## config.mk

```make
export PLATFORM = sky130hd
export DESIGN_NAME = frame_sequencer
export DESIGN_NICKNAME = d
export VERILOG_FILES = /design/src/rtl/frame_pkg.sv /design/src/rtl/wrap_counter.sv /design/src/rtl/frame_sequencer.sv
export SDC_FILE = /design/constraint.sdc
export NUM_CORES = 1
export LEC_CHECK = 0
export CAP_MARGIN = 15
export CELL_PAD_IN_SITES_DETAIL_PLACEMENT = 1
export CELL_PAD_IN_SITES_GLOBAL_PLACEMENT = 2
export CORE_UTILIZATION = 30
export CTS_BUF_LIST = sky130_fd_sc_hd__clkbuf_8
export CTS_CLUSTER_DIAMETER = 120
export DETAILED_ROUTE_END_ITERATION = 10
export GPL_ROUTABILITY_DRIVEN = 0
export PLACE_DENSITY_LB_ADDON = 0.15
export SYNTH_ARGS = -nofsm -noshare
export SYNTH_HDL_FRONTEND = slang
export SYNTH_HIERARCHICAL = 1
export SYNTH_SLANG_ARGS = --single-unit
```

## constraint.sdc

```tcl
create_clock -name i_clk -period 2.1 [get_ports i_clk]
set_input_delay 0.21 -clock i_clk [delete_from_list [all_inputs] [get_ports i_clk]]
set_output_delay 0.21 -clock i_clk [all_outputs]
set_load 0.01 [all_outputs]
```

## src/rtl/frame_pkg.sv

```systemverilog
// Shared definitions for the frame sequencer and the channel frame buffer:
// sequencer state encoding, debug view and width-derivation helpers.
package frame_pkg;

    typedef enum logic [1:0] {
        s_idle  = 2'd0,
        s_copy  = 2'd1,
        s_flush = 2'd2
    } state_t;

    typedef struct packed {
        state_t state;
        logic   pending;
        logic   bank_last;
    } frame_dbg_t;

    // Index width that stays at least one bit for single-entry ranges.
    function automatic int clog2_min1(input int n);
        return (n > 1) ? $clog2(n) : 1;
    endfunction

    localparam int c_def_ledboards    = 30;
    localparam int c_def_ch_per_board = 32;
    localparam int c_def_channels     = c_def_ledboards * c_def_ch_per_board;
    localparam int c_def_max_time     = 1024;
    localparam int c_def_banks        = 2;
    localparam int c_def_addr_w       = clog2_min1(c_def_channels);
    localparam int c_def_time_w       = clog2_min1(c_def_max_time);
    localparam int c_def_bank_w       = clog2_min1(c_def_banks);

endpackage

```

## src/rtl/wrap_counter.sv

```systemverilog
// Modulo-c_max up-counter with enable, synchronous clear and terminal-count flag.
// Used for both the channel address sweep and the ping-pong bank index.
module wrap_counter #(
    parameter int c_max = 2,
    parameter int c_w   = 1
) (
    input  logic           i_clk,
    input  logic           i_rst,
    input  logic           i_en,
    input  logic           i_clr,
    output logic [c_w-1:0] o_count,
    output logic           o_tc
);

    localparam logic [c_w-1:0] c_last = c_w'(c_max - 1);

    assign o_tc = (o_count == c_last);

    always_ff @(posedge i_clk) begin
        if (i_rst || i_clr) begin
            o_count <= '0;
        end else if (i_en) begin
            o_count <= o_tc ? '0 : o_count + c_w'(1);
        end
    end

endmodule

```

## src/rtl/frame_sequencer.sv

```systemverilog
// Frame sequencer: on a request, sweeps all channel addresses with a write strobe
// into the current bank, then flips banks; one request can be queued while busy.
module frame_sequencer
    import frame_pkg::*;
#(
    parameter int c_ledboards    = c_def_ledboards,
    parameter int c_ch_per_board = c_def_ch_per_board,
    parameter int c_max_time     = c_def_max_time,
    parameter int c_banks        = c_def_banks,
    parameter int c_channels     = c_ledboards * c_ch_per_board,
    parameter int c_addr_w       = clog2_min1(c_channels),
    parameter int c_time_w       = clog2_min1(c_max_time),
    parameter int c_bank_w       = clog2_min1(c_banks)
) (
    input  logic                i_clk,
    input  logic                i_rst,
    input  logic                i_drq,
    input  logic [c_time_w-1:0] i_target_time,
    input  logic                i_ready,
    output logic [c_addr_w-1:0] o_addr,
    output logic [c_bank_w-1:0] o_bank,
    output logic [c_time_w-1:0] o_start_time,
    output logic                o_wen,
    output logic                o_drq,
    output logic                o_busy,
    output logic                o_overrun,
    output frame_dbg_t          o_dbg
);

    // Handshake: a channel write is transferred in every cycle where o_wen && i_ready;
    // with i_ready low the address and strobe are held unchanged until accepted.

    state_t              state;
    logic                pending;
    logic [c_time_w-1:0] pend_time;
    logic                addr_tc;
    logic                bank_tc;
    logic                addr_en;
    logic                addr_clr;
    logic                bank_en;
    logic                serving;
    logic                queue_req;

    assign addr_en   = (state == s_copy) && i_ready && !addr_tc;
    assign addr_clr  = (state == s_flush);
    assign bank_en   = (state == s_flush);
    assign serving   = (state == s_idle) && pending;
    // A request is queued whenever it cannot start a frame immediately.
    assign queue_req = i_drq && ((state != s_idle) || pending);

    wrap_counter #(.c_max(c_channels), .c_w(c_addr_w)) u_addr_cnt (
        .i_clk   (i_clk),
        .i_rst   (i_rst),
        .i_en    (addr_en),
        .i_clr   (addr_clr),
        .o_count (o_addr),
        .o_tc    (addr_tc)
    );

    wrap_counter #(.c_max(c_banks), .c_w(c_bank_w)) u_bank_cnt (
        .i_clk   (i_clk),
        .i_rst   (i_rst),
        .i_en    (bank_en),
        .i_clr   (1'b0),
        .o_count (o_bank),
        .o_tc    (bank_tc)
    );

    always_ff @(posedge i_clk) begin
        if (i_rst) begin
            state        <= s_idle;
            o_start_time <= '0;
            o_wen        <= 1'b0;
            o_drq        <= 1'b0;
            o_busy       <= 1'b0;
            o_overrun    <= 1'b0;
            pending      <= 1'b0;
            pend_time    <= '0;
        end else begin
            o_drq <= 1'b0;
            case (state)
                s_idle: begin
                    if (pending || i_drq) begin
                        state        <= s_copy;
                        o_wen        <= 1'b1;
                        o_busy       <= 1'b1;
                        o_start_time <= pending ? pend_time : i_target_time;
                    end
                end
                s_copy: begin
                    if (i_ready && addr_tc) begin
                        state <= s_flush;
                        o_wen <= 1'b0;
                        o_drq <= 1'b1;
                    end
                end
                s_flush: begin
                    state  <= s_idle;
                    o_busy <= 1'b0;
                end
                default: begin
                    state  <= s_idle;
                    o_wen  <= 1'b0;
                    o_busy <= 1'b0;
                end
            endcase

            // The slot being served this cycle counts as empty for the new request.
            if (queue_req) begin
                pending   <= 1'b1;
                pend_time <= i_target_time;
                if (pending && !serving) begin
                    o_overrun <= 1'b1;
                end
            end else if (serving) begin
                pending <= 1'b0;
            end
        end
    end

    assign o_dbg = '{state: state, pending: pending, bank_last: bank_tc};

endmodule
```

### Word level (Yosys, flattened, before mapping)

Cells that the tools add are included.

| word-level totals | value |
|---|---|
| register bits after elaboration | 38 |
| input bits | 14 |
| output and inout port bits | 29 |
| word-level logic and storage cells | 52 |

| cells by class | value |
|---|---|
| add/subtract/negate cells | 2 |
| equal/unequal tests | 5 |
| multiplexer cells | 13 |
| bitwise gates (word level) | 2 |
| reduce and logical (&&, ||, !) cells | 20 |

Operators by type and width:

| cell | number |
|---|---|
| $mux W10 | 2 |
| $add A10 B1 Y10 const B | 1 |
| $eq A10 B10 Y1 const B | 1 |
| $reduce_and A2 Y1 | 4 |
| $logic_and A1 B1 Y1 | 6 |
| $mux W1 | 6 |
| $mux W2 | 2 |
| $ne A2 B1 Y1 const B | 2 |
| $pmux W2 S2 | 1 |
| $reduce_bool A2 Y1 | 2 |
| $logic_or A1 B1 Y1 | 3 |
| $pmux W1 S3 | 1 |
| $reduce_and A3 Y1 | 1 |
| $eq A2 B1 Y1 const B | 1 |
| $eq A2 B2 Y1 const B | 1 |
| $logic_not A1 Y1 | 2 |
| $logic_not A2 Y1 | 1 |
| $not A1 Y1 | 2 |
| $pmux W1 S2 | 1 |
| $reduce_or A2 Y1 | 1 |
| $add A1 B1 Y1 const B | 1 |

### Longest topological paths before layout

| logic depth | value |
|---|---|
| depth in word-level cells | 5 |
| gate-level depth with buffers | 8 |
| mapped depth without buffers | 7 |

### Modules after synthesis

The synthesis kept the hierarchy.

By module, submodules not included:

| module | instances | cells an instance | area an instance (µm²) | sequential area each (µm²) |
|---|---|---|---|---|
| frame_sequencer | 1 | 124 | 1178.6 | 540.5 |
| wrap_counter at u_addr_cnt | 1 | 53 | 478.0 | 200.2 |
| wrap_counter at u_bank_cnt | 1 | 4 | 46.3 | 20.0 |

### Least setup slack after synthesis

OpenSTA, ideal clock, no wires.

| timing path | value |
|---|---|
| path type | register to register |
| from | register u_addr_cnt.o_count[0] |
| to | register u_addr_cnt.o_count[8] |
| library setup time | 0.070 ns |
| arrival time | 1.855 ns |
| slack | 0.174 ns |
| cell stages (with the launch flop) | 9 |
| path buffers | 1 |
| clock period less this slack | 1.926 ns |
| cells stage by stage | dfxtp_1 ha_1 inv_1 nor3_1 nor4b_1 buf_2 nand2_1 or4_1 a21oi_1 |

| between the ends | value |
|---|---|
| longest elaborated chain between the ends | 3 |
| elaborated cells between the ends (all ways) | 5 |
| those cells by class | add/sub: 1; eq/ne: 1; mux: 1; reduce/logical: 2 |

Ends and longest elaborated chain:

| what | line | RTL |
|---|---|---|
| from (decl) | wrap_counter.sv:11 | `output logic [c_w-1:0] o_count,` |
| from (signal assigned) | wrap_counter.sv:23 | `o_count <= o_tc ? '0 : o_count + c_w'(1);` |
| $eq A10 B10 Y1 | wrap_counter.sv:17 | `assign o_tc = (o_count == c_last);` |
| net addr_tc | frame_sequencer.sv:36 | `logic addr_tc;` |
| $logic_not A1 Y1 | frame_sequencer.sv:44 | `assign addr_en = (state == s_copy) && i_ready && !addr_tc;` |
| $logic_and A1 B1 Y1 | frame_sequencer.sv:44 |  |
| net addr_en | frame_sequencer.sv:38 | `logic addr_en;` |

The timed path passes the listed nets, and every way through them passes these cells.
A chain may end at the register's enable or synchronous reset.

### Worst setup path after layout

| timing path | value |
|---|---|
| from | register u_addr_cnt.o_count[0] |
| to | register u_addr_cnt.o_count[9] |

The elaborated chain is that of the path after synthesis.

==> flow_metrics.env <==
export IMPL_gr_usage_all_layers_pct=16.5
export IMPL_die_height_um=77.3
export IMPL_rows=27
export IMPL_start_kind="flop"
export IMPL_die_area_um2=5980
export IMPL_worst_pin_slew_ns=0.521
export IMPL_port_buffers=42
export IMPL_fin_skew_ns=0.00451
export IMPL_core_um2=5470
export IMPL_crit_type="flop to flop"
export IMPL_cts_root_buf="clkbuf_8"
export IMPL_worstPathArrival_ns=2.21
export IMPL_drt_initial_drc_count=36
export IMPL_power_total_mw=1.66
export IMPL_relSlewSlack_pct=65.3
export IMPL_grt_ovfl_total=0
export IMPL_routed_wirelength_mm=4.72
export IMPL_netlist_instances=181
export IMPL_status="finished clean"
export IMPL_die_w_um=77.3
export IMPL_htreeDepth=2
export IMPL_ys_seq_area_share_pct=44.7
export IMPL_clock_sinks=38
export IMPL_n_antenna_cell=0
export IMPL_tns_ns=0
export IMPL_ant_nets=0
export IMPL_p_leak_nw=0.830
export IMPL_antenna_found_initial=0
export IMPL_fin_crit_sh_pct=94.1
export IMPL_path_clk_slew_ns=0.08
export IMPL_clkPwrFrac_pct=35.2
export IMPL_synth_seq_cells=38
export IMPL_grt_pass1_vias=1598
export IMPL_grt_max_degree=30
export IMPL_avgSynthCellArea_um2=9.41
export IMPL_powerDensity_nw_per_um2=687
export IMPL_swShare_pct=25.4
export IMPL_clock_latency_ns=0.28
export IMPL_syn2layout_area_growth_pct=41.7
export IMPL_max_freq_ghz=0.506
export IMPL_grt_pass1_wl_mm=7.69
export IMPL_power_switching_mw=0.422
export IMPL_dp_hpwl_mm=3.30
export IMPL_ff2ff_path_depth=8
export IMPL_ff2ff_setup_slack_ns=0.12
export IMPL_combPwrFrac_pct=17.3
export IMPL_p_int_mw=1.24
export IMPL_final_hold_violation_count=0
export IMPL_drive_above_1_share_pct=22.6
export IMPL_ir_worst_vdd_mv=0.220
export IMPL_critPathMaxFanout=7
export IMPL_cts_tree="yes"
export IMPL_maxSlewViolCount=0
export IMPL_fin_hold_ws_ns=0.459
export IMPL_maxCapViolations=0
export IMPL_p_seq_share_pct=47.5
export IMPL_ios=43
export IMPL_cp_endpoint="u_addr_cnt/o_count[9]$_SDFFE_PP0P_"
export IMPL_clock_path_buffers=2
export IMPL_drt_pass1_iterations=4
export IMPL_synth_warnings=6
export IMPL_synth_nets=196
export IMPL_period_needed_ns=1.98
export IMPL_dpl_instance_area_um2=2220
export IMPL_endpoint_kind="flop"
export IMPL_syn_cell_area_um2=1700
export IMPL_r2r_start="u_addr_cnt/o_count[0]$_SDFFE_PP0P_"
export IMPL_drc_errors=0
export IMPL_setup_violations=0
export IMPL_holdCritPathClass="flop to flop"
export IMPL_cts_buffers=5
export IMPL_crit_start="u_addr_cnt/o_count[0]$_SDFFE_PP0P_"
export IMPL_num_vias=1555
export IMPL_final_cell_area_um2=2410
export IMPL_rsz0062_at_grt="no"
export IMPL_routedWlPerCell_um=15.4
export IMPL_fin_nets=249
export IMPL_ys_types=39
export IMPL_start_util_pct=31.1
export IMPL_r2r_end="u_addr_cnt/o_count[9]$_SDFFE_PP0P_"
export IMPL_routed_via_density=5.07
export IMPL_required_ns=2.33
## worst max-delay path: stages (launching register included)
cell	delay (ns)
dfxtp_2	0.34
ha_4	0.17
inv_1	0.06
nor3_2	0.05
nor4b_2	0.28
buf_4	0.19
nand4_1	0.15
or4_4	0.55
a21oi_2	0.13
## flip-flops by register name (all words and copies together) (netlist names)
signal,cells
o_drq,1
pend_time,10
pending,1
o_busy,1
o_overrun,1
u_addr_cnt/o_count,10
state,2
o_start_time,10
o_wen,1
u_bank_cnt/o_count,1
## final cells by class
class / instances / area, um2
clock buffer: 8 / 110
fill: 649 / 3060
timing repair buffer: 60 / 556
inverter: 2 / 7.51
tap: 72 / 90.1
multi-input combinational: 127 / 882
sequential: 38 / 767
## what timing repair did
item	in CTS	in global routing
hold buffers	0	0
endpoints found under the setup margin	0	3
buffers inserted	0	6
resized for setup	0	11
## routing by layer
layer	GRT usage, %	wire length [um]	vias up	part of all wire, %
met5	0	0	-	0
met4	5.28	48	0	1.0
met3	3.76	139	5	2.9
met2	28.4	2340	24	50
met1	20.1	2190	774	46
li1	-	-	752	-
## Yosys cell counts
cell / n / area, um2
a211oi_2: 10 / 125
a21oi_1: 30 / 150
and2_4: 1 / 8.76
buf_2: 7 / 35.0
buf_4: 3 / 22.5
buf_6: 2 / 22.5
clkbuf_1: 2 / 7.51
conb_1: 1 / 3.75
dfxtp_1: 38 / 761
ha_1: 1 / 12.5
inv_1: 1 / 3.75
inv_2: 1 / 3.75
mux2i_1: 10 / 100
nand2_1: 26 / 97.6
nand2b_1: 1 / 6.26
nand3_1: 3 / 15.0
nand3b_1: 4 / 30.0
nand4_1: 3 / 18.8
nand4_4: 1 / 21.3
nand4b_1: 1 / 8.76
nor2_1: 4 / 15.0
nor2_2: 1 / 6.26
nor2b_1: 1 / 6.26
nor3_1: 2 / 10.0
nor3_2: 1 / 10.0
nor4_1: 2 / 12.5
nor4b_1: 1 / 8.76
o21ai_0: 6 / 30.0
o21ai_1: 1 / 5.00
o21ba_1: 1 / 10.0
o31a_1: 1 / 8.76
o31ai_1: 2 / 15.0
o31ai_2: 1 / 12.5
o31ai_4: 1 / 21.3
or2_4: 1 / 8.76
or3_1: 3 / 18.8
or4_1: 2 / 15.0
xnor2_1: 1 / 8.76
xor2_1: 3 / 26.3
## layout by cell type, fill, tap and decap left out, types with 2 or more instances in the layout
| master | Yosys | routed |
|---|---|---|
| dfxtp_1 | 38 | 35 |
| nand3_1 | 3 | 3 |
| a211oi_2 | 10 | 10 |
| nor4_1 | 2 | 2 |
| nand4_1 | 3 | 3 |
| a21oi_2 | 0 | 2 |
| xor2_1 | 3 | 3 |
| or3_1 | 3 | 3 |
| nand2_1 | 26 | 26 |
| mux2i_1 | 10 | 10 |
| a21oi_1 | 30 | 28 |
| o31ai_1 | 2 | 2 |
| dfxtp_2 | 0 | 2 |
| o21ai_0 | 6 | 6 |
| nor3_2 | 1 | 2 |
| clkdlybuf4s50_1 | 0 | 42 |
| buf_4 | 3 | 18 |
| clkbuf_8 | 0 | 8 |
| nand3b_1 | 4 | 4 |
| nor2_1 | 4 | 4 |
## worst min-delay path by stage
| stage | to | start | cells after the start |
|---|---|---|---|
| after CTS | pend_time[4]$_SDFFE_PP0P_ | pend_time[4]$_SDFFE_PP0P_ | 2 |
| final | pend_time[4]$_SDFFE_PP0P_ | pend_time[4]$_SDFFE_PP0P_ | 2 |
| after global placement | pend_time[9]$_SDFFE_PP0P_ | pend_time[9]$_SDFFE_PP0P_ | 2 |
| after floorplan | u_bank_cnt/o_count$_SDFFE_PP0P_ | i_rst | 1 |
| after detailed placement | pend_time[4]$_SDFFE_PP0P_ | pend_time[4]$_SDFFE_PP0P_ | 2 |
| after global routing | pend_time[4]$_SDFFE_PP0P_ | pend_time[4]$_SDFFE_PP0P_ | 2 |
## power by group through the flow
stage                     Combinational [mW]  Clock (mW)  Sequential (mW)
final                                  0.287       0.583            0.788
after floorplan                        0.144           0            0.814
after CTS                              0.284       0.600            0.788
after global placement                 0.273           0            0.801
after detailed placement               0.283           0            0.804
after global routing                   0.310       0.636            0.792
## through the flow
step                      std cells  setup slack, ns  utilization (%)
after floorplan                 181            0.174                -
after global routing            307           0.0260             44.1
after global placement          293            0.180             40.5
after detailed placement        293           0.0857             40.5
final                           307            0.123             44.1
after CTS                       301           0.0914             42.5
## kinds of logic after synthesis
logic type	after synthesis	synth area share, %
adders and majority gates	1	0.735
and+or+nand+nor	58	18.7
AOI/OAI and AO/OA	53	22.2
DFF	38	44.7
buffers and inverters	16	5.58
other	1	0.220
xor gates and xnor gates	4	2.06
muxes	10	5.88
Note: power is estimated with default switching activity, not from simulation.
